$ cat config.mk
export PLATFORM = sky130hd
export DESIGN_NAME = mbist_fail_log
export DESIGN_NICKNAME = d
export VERILOG_FILES = /design/src/rtl/mbist_pkg.sv /design/src/rtl/mbist_fail_fifo.sv /design/src/rtl/mbist_fail_log.sv
export SDC_FILE = /design/constraint.sdc
export NUM_CORES = 1
export LEC_CHECK = 0
export ABC_AREA = 1
export CORE_MARGIN = 2
export CORE_UTILIZATION = 58
export CTS_CLUSTER_DIAMETER = 60
export DETAILED_ROUTE_END_ITERATION = 7
export HOLD_SLACK_MARGIN = 0.05
export PLACE_DENSITY = 0.79
export SLEW_MARGIN = 20
export SYNTH_ARGS = -nofsm -noshare
export SYNTH_HDL_FRONTEND = slang
export SYNTH_SLANG_ARGS = --single-unit
$ cat constraint.sdc
create_clock -name CLK -period 3.9 [get_ports CLK]
set_input_delay 0.78 -clock CLK [delete_from_list [all_inputs] [get_ports CLK]]
set_output_delay 0.78 -clock CLK [all_outputs]
set_load 0.01 [all_outputs]
$ cat src/rtl/mbist_pkg.sv
// Shared widths, log-entry layout and saturating-count helper for the MBIST fail logger.
// Pure declarations: no latency, no flow control.
package mbist_pkg;

  localparam int ADDR_W    = 8;
  localparam int DATA_W    = 8;
  localparam int TURN_W    = 4;
  localparam int FAILCNT_W = 8;

  localparam int LOG_TURN_W  = TURN_W;
  localparam int LOG_ADDR_W  = ADDR_W;
  localparam int LOG_EXP_W   = DATA_W;
  localparam int LOG_ACT_W   = DATA_W;
  localparam int LOG_ENTRY_W = LOG_TURN_W + LOG_ADDR_W + LOG_EXP_W + LOG_ACT_W;

  localparam logic [FAILCNT_W-1:0] FAILCNT_MAX = '1;

  typedef struct packed {
    logic [LOG_TURN_W-1:0] turn;
    logic [LOG_ADDR_W-1:0] addr;
    logic [LOG_EXP_W-1:0]  exp_dat;
    logic [LOG_ACT_W-1:0]  act_dat;
  } log_entry_t;

  function automatic logic [FAILCNT_W-1:0] sat_inc(input logic [FAILCNT_W-1:0] v);
    return (v == FAILCNT_MAX) ? v : v + 1'b1;
  endfunction

endpackage

$ cat src/rtl/mbist_fail_fifo.sv
// First-word-fall-through fail log: head visible combinationally, push seen one cycle later.
// A push into a full FIFO is accepted only alongside a pop, otherwise reported on drop_o.
module mbist_fail_fifo
  import mbist_pkg::*;
#(
  parameter int DEPTH = 8
) (
  input  logic       clk_i,
  input  logic       rst_ni,
  input  logic       clr_i,
  input  logic       push_i,
  input  logic       pop_i,
  input  log_entry_t wdata_i,
  output log_entry_t head_o,
  output logic       empty_o,
  output logic       full_o,
  output logic       drop_o
);

  localparam int AW = $clog2(DEPTH);

  // Top pointer bit is the wrap flag; low bits index the storage.
  logic [AW:0] wr_q, wr_d;
  logic [AW:0] rd_q, rd_d;
  log_entry_t  mem_q [DEPTH];
  logic        pop_ok;
  logic        push_ok;

  assign empty_o = (wr_q == rd_q);
  assign full_o  = (wr_q[AW] != rd_q[AW]) && (wr_q[AW-1:0] == rd_q[AW-1:0]);
  assign pop_ok  = pop_i & ~empty_o;
  assign push_ok = push_i & (~full_o | pop_ok);
  assign drop_o  = push_i & full_o & ~pop_ok;

  always_comb begin
    wr_d = wr_q;
    rd_d = rd_q;
    if (clr_i) begin
      wr_d = '0;
      rd_d = '0;
    end else begin
      if (push_ok) wr_d = wr_q + 1'b1;
      if (pop_ok)  rd_d = rd_q + 1'b1;
    end
  end

  always_ff @(posedge clk_i) begin
    if (!rst_ni) begin
      wr_q <= '0;
      rd_q <= '0;
    end else begin
      wr_q <= wr_d;
      rd_q <= rd_d;
    end
  end

  always_ff @(posedge clk_i) begin
    if (push_ok && !clr_i) mem_q[wr_q[AW-1:0]] <= wdata_i;
  end

  assign head_o = empty_o ? '0 : mem_q[rd_q[AW-1:0]];

endmodule

$ cat src/rtl/mbist_fail_log.sv
// MBIST miscompare detector with sticky flags, saturating count and FWFT fail log.
// Flags/count update one cycle after a compare; log full without a pop drops the entry and sets LOG_OVF.
module mbist_fail_log
  import mbist_pkg::*;
#(
  parameter int DEPTH = 8
) (
  input  logic                  CLK,
  input  logic                  nRESET,
  input  logic                  MBISTEN,
  input  logic                  CMP_VALID,
  input  logic [ADDR_W-1:0]     ADDR_MBIST,
  input  logic [DATA_W-1:0]     DATA_DUT,
  input  logic [DATA_W-1:0]     EXP_DATA,
  input  logic [TURN_W-1:0]     GEN_TURN,
  input  logic                  LOG_RD,
  output logic                  FAIL_FLAG,
  output logic [FAILCNT_W-1:0]  FAIL_CNT,
  output logic                  LOG_EMPTY,
  output logic                  LOG_FULL,
  output logic                  LOG_OVF,
  output logic [LOG_TURN_W-1:0] LOG_TURN,
  output logic [LOG_ADDR_W-1:0] LOG_ADDR,
  output logic [LOG_EXP_W-1:0]  LOG_EXP,
  output logic [LOG_ACT_W-1:0]  LOG_ACT
);

  logic                 mben_q;
  logic                 fail_flag_q, fail_flag_d;
  logic [FAILCNT_W-1:0] fail_cnt_q, fail_cnt_d;
  logic                 ovf_q, ovf_d;
  logic                 run_start;
  logic                 fail_evt;
  logic                 log_drop;
  log_entry_t           wr_entry;
  log_entry_t           head;

  // Run-start clear outranks any compare or pop in the same cycle.
  assign run_start = MBISTEN & ~mben_q;
  assign fail_evt  = MBISTEN & CMP_VALID & (DATA_DUT != EXP_DATA) & ~run_start;

  assign wr_entry.turn    = GEN_TURN;
  assign wr_entry.addr    = ADDR_MBIST;
  assign wr_entry.exp_dat = EXP_DATA;
  assign wr_entry.act_dat = DATA_DUT;

  mbist_fail_fifo #(
    .DEPTH (DEPTH)
  ) u_fifo (
    .clk_i   (CLK),
    .rst_ni  (nRESET),
    .clr_i   (run_start),
    .push_i  (fail_evt),
    .pop_i   (LOG_RD & ~run_start),
    .wdata_i (wr_entry),
    .head_o  (head),
    .empty_o (LOG_EMPTY),
    .full_o  (LOG_FULL),
    .drop_o  (log_drop)
  );

  always_comb begin
    fail_flag_d = fail_flag_q;
    fail_cnt_d  = fail_cnt_q;
    ovf_d       = ovf_q;
    if (run_start) begin
      fail_flag_d = 1'b0;
      fail_cnt_d  = '0;
      ovf_d       = 1'b0;
    end else if (fail_evt) begin
      fail_flag_d = 1'b1;
      fail_cnt_d  = sat_inc(fail_cnt_q);
      if (log_drop) ovf_d = 1'b1;
    end
  end

  always_ff @(posedge CLK) begin
    if (!nRESET) begin
      mben_q      <= 1'b0;
      fail_flag_q <= 1'b0;
      fail_cnt_q  <= '0;
      ovf_q       <= 1'b0;
    end else begin
      mben_q      <= MBISTEN;
      fail_flag_q <= fail_flag_d;
      fail_cnt_q  <= fail_cnt_d;
      ovf_q       <= ovf_d;
    end
  end

  assign FAIL_FLAG = fail_flag_q;
  assign FAIL_CNT  = fail_cnt_q;
  assign LOG_OVF   = ovf_q;
  assign LOG_TURN  = head.turn;
  assign LOG_ADDR  = head.addr;
  assign LOG_EXP   = head.exp_dat;
  assign LOG_ACT   = head.act_dat;

endmodule
==> results of run 1 <==
[report_power, final]
part           internal, mW  switching [mW]  leakage [nW]
logic                0.0791           0.113          1.35
registers              2.88         0.00680          2.19
clock network          1.23           0.918         0.352
[flip-flops by register name, summed over array words and instances (netlist names), named ones only]
register,cells
FAIL_CNT,8
FAIL_FLAG,1
LOG_OVF,1
mben_q,1
u_fifo.mem_q,224
u_fifo.rd_q,4
u_fifo.wr_q,4
[Yosys cell counts, drive strengths merged (7+ instances only)]
master,number
xor2,7
a21oi,13
nand4,12
buf,26
a31oi,28
nor2,195
o22ai,28
nand2,50
dfxtp,22
xnor2,12
clkbuf,23
inv,27
o21ai,143
edfxtp,224
[layout by cell type (no fill, tap or decap), types with 13 or more instances in the layout]
master / synthesis / layout
edfxtp_1: 224 / 224
nor2_1: 194 / 186
o21ai_0: 127 / 127
clkdlybuf4s50_1: 0 / 72
nand2_1: 48 / 48
o22ai_1: 28 / 28
a31oi_1: 28 / 28
clkbuf_16: 0 / 25
inv_1: 25 / 24
dfxtp_1: 22 / 20
o21ai_1: 16 / 16
buf_4: 0 / 16
a21oi_1: 13 / 13
[tightest hold or removal path: stages (launching register included)]
cell	delay (ns)
dfxtp_1	0.33
nor2_1	0.05
nor2_1	0.07
[through the flow]
stage               util, %  hold WS, ns
floorplan                 -        0.477
global placement       65.5        0.461
detailed placement     65.5        0.465
CTS                    69.8        0.481
global route           69.8        0.510
finish                 69.8        0.471
[layer usage]
layer  up-vias  track usage, %  part of all wire (%)
li1       3088               -                     -
met1      3219            30.9                    41
met2       244            41.6                    51
met3        35            3.98                   6.5
met4         0            6.32                   1.9
met5         -               0                     0
[cell type report]
cell class	instances	area, um2	share of cell area [%]
Tap cell	220	275	2.37
Clock buffer	32	652	5.61
Clock inverter	11	75.1	0.646
Multi-Input combinational cell	498	2400	20.7
Inverter	27	101	0.872
Sequential cell	246	7170	61.7
Timing Repair Buffer	93	941	8.10
[worst paths after layout]
path                                       endpoint  cells past startpoint  slack [ns]      startpoint
worst max register to register  u_fifo.mem_q[1][23]                      7        1.71  u_fifo.wr_q[1]
worst min-delay path                        LOG_OVF                      2        0.47         LOG_OVF
worst max-delay path                     LOG_ACT[4]                      9        0.18  u_fifo.wr_q[1]
worst min register to register              LOG_OVF                      2        0.47         LOG_OVF
[cells by family after synthesis]
group,Yosys count,synth area share (%)
adders and majority gates,3,0.380
xor gates and xnor gates,19,1.68
AOI/OAI and AO/OA,212,11.4
buffers and inverters,76,3.40
and+or+nand+nor,264,10.6
DFF,246,72.5
==> results.md, run 1 <==
- Dpl cells: 1084
- CP max FO: 30
- Yosys warns: 0
- Initial antenna violation count: 0
- Initial DRT Pass Iterations: 5
- RSZ-0062 raised after global routing: false
- Share of cells above drive strength 1: 7.61%
- Drt initial violations: 590
- Largest cells by area after synthesis: edfxtp_1 (68%), nor2_1 (7.4%), o21ai_0 (6.4%)
- # diodes: 0
- Unique masters post-synth: 23
- Required time of the critical path: 3.12 ns
- Skew-Pair Late Insertion Delay: 0.51 ns
- Endpoints failing setup: 0
- CP Cell Sequence: nand2_1 -> nand2_1 -> inv_1 -> nand2_1 -> nor2_2 -> nand2_2 -> o21ai_0 -> a31oi_1 -> clkdlybuf4s50_1
- Post_cts resized: 0
- Power Total: 5.23 mW
- Synth Flop Type: edfxtp_1
- CTS Buffer Depth: 3
- Design area: 0.0116 mm2
- Ys async rst share: 0%
- Startpoint types: register
- Final net count: 926
- Synthesized flop and latch total: 246
- Clock Skews: 0.0150 ns
- Worst slew pin tran: 0.705 ns
- CTS sink count: 246
- Maximum number of pins on one net before global-route repair: 63
- Vias in the first global route: 6390
- Gate count of the mapped netlist: 820
- Pre-CTS WS: 0.540 ns
- Routed Antenna Nets: 0
- First-pass GRT wire length: 33200 um
- Initial Utilization: 59.4%
- CTS tree: done
- Routed vias: 6586
- Vias per std cell: 5.84
- Worst vdd ir: 0.498 mV
- Achievable Freq: 269 MHz
- Final wirelength: 21500 um
- Remaining global-route overflow: 0
- Slew HR: 52.8%
- Postcts setup bufs: 0
- Non-Filler Instances: 1127
- Total Neg Setup Slack: 0 ns
- Total Routing Usage GR: 23.7%
- GPL Wtd Cong: 0.806
- Number of hold buffers added after CTS: 0
- Layout area overhead: 17.5%
- CTS Buf Count: 24
- Slowest stage delay, CP: 0.60 ns
- Post-synthesis sequential area ratio: 72.5%
- Clock transition at the registers of the reported paths: 0.06 ns
- Post-synth EDFFs: 224
- H-Tree Depth: 1
- FILL cells: 1174
- Synth area leader: edfxtp_1
- Top-Level Pins: 73
- Cell Area, Placed: 0.0109 mm2
- Max-slew violations: 0
- Worst hold path class: reg2reg
- Final min period: 3.72 ns
- Final Cycle Share: 95.4%
- Power Dens Cells: 450 mW/mm2
- Routed wire per std cell: 19.0 um
- Lkg Pwr: 3.89 nW
- I/O Buffers: 72
- Syn_nets: 856
- Max Cap Viol: 0
- Run status: finished, final reports clean
- # rows: 47
- Worst EP arrival: 2.94 ns
- CTS root buffer: clkbuf_16
- Post-synth top area share: 68.0%
- CP max stage cell: clkdlybuf4s50_1
- Crit end category: output port
- Die H: 135 um
- Die W: 135 um
- Cell repeated most along the worst path: nand2_1
- Core Area: 0.0166 mm2
- Critical path type: reg2out
- Final Hold Violating Endpoints: 0
- Synth Area per Inst: 12.1 um2
- Final HPWL DP: 12000 um
- Delay-heaviest family, CP: simple AND/OR/NAND/NOR gates
- Final WS setup: 0.178 ns
- Buf/Inv on CP: 2
- Synth Cell Area: 0.00989 mm2
- Drt drc: 0
- Die footprint: 0.0181 mm2
(Power assumes the default switching activity.)
==> run 2: changes to the inputs <==
--- a/config.mk
+++ b/config.mk
@@ -8,7 +8,7 @@
 export ABC_AREA = 1
 export CORE_MARGIN = 2
 export CORE_UTILIZATION = 58
-export CTS_CLUSTER_DIAMETER = 60
+export CTS_CLUSTER_DIAMETER = 120
 export DETAILED_ROUTE_END_ITERATION = 7
 export HOLD_SLACK_MARGIN = 0.05
 export PLACE_DENSITY = 0.79
==> results of run 2 <==
The final DEF is identical to that of run 1; final timing and power are the same.
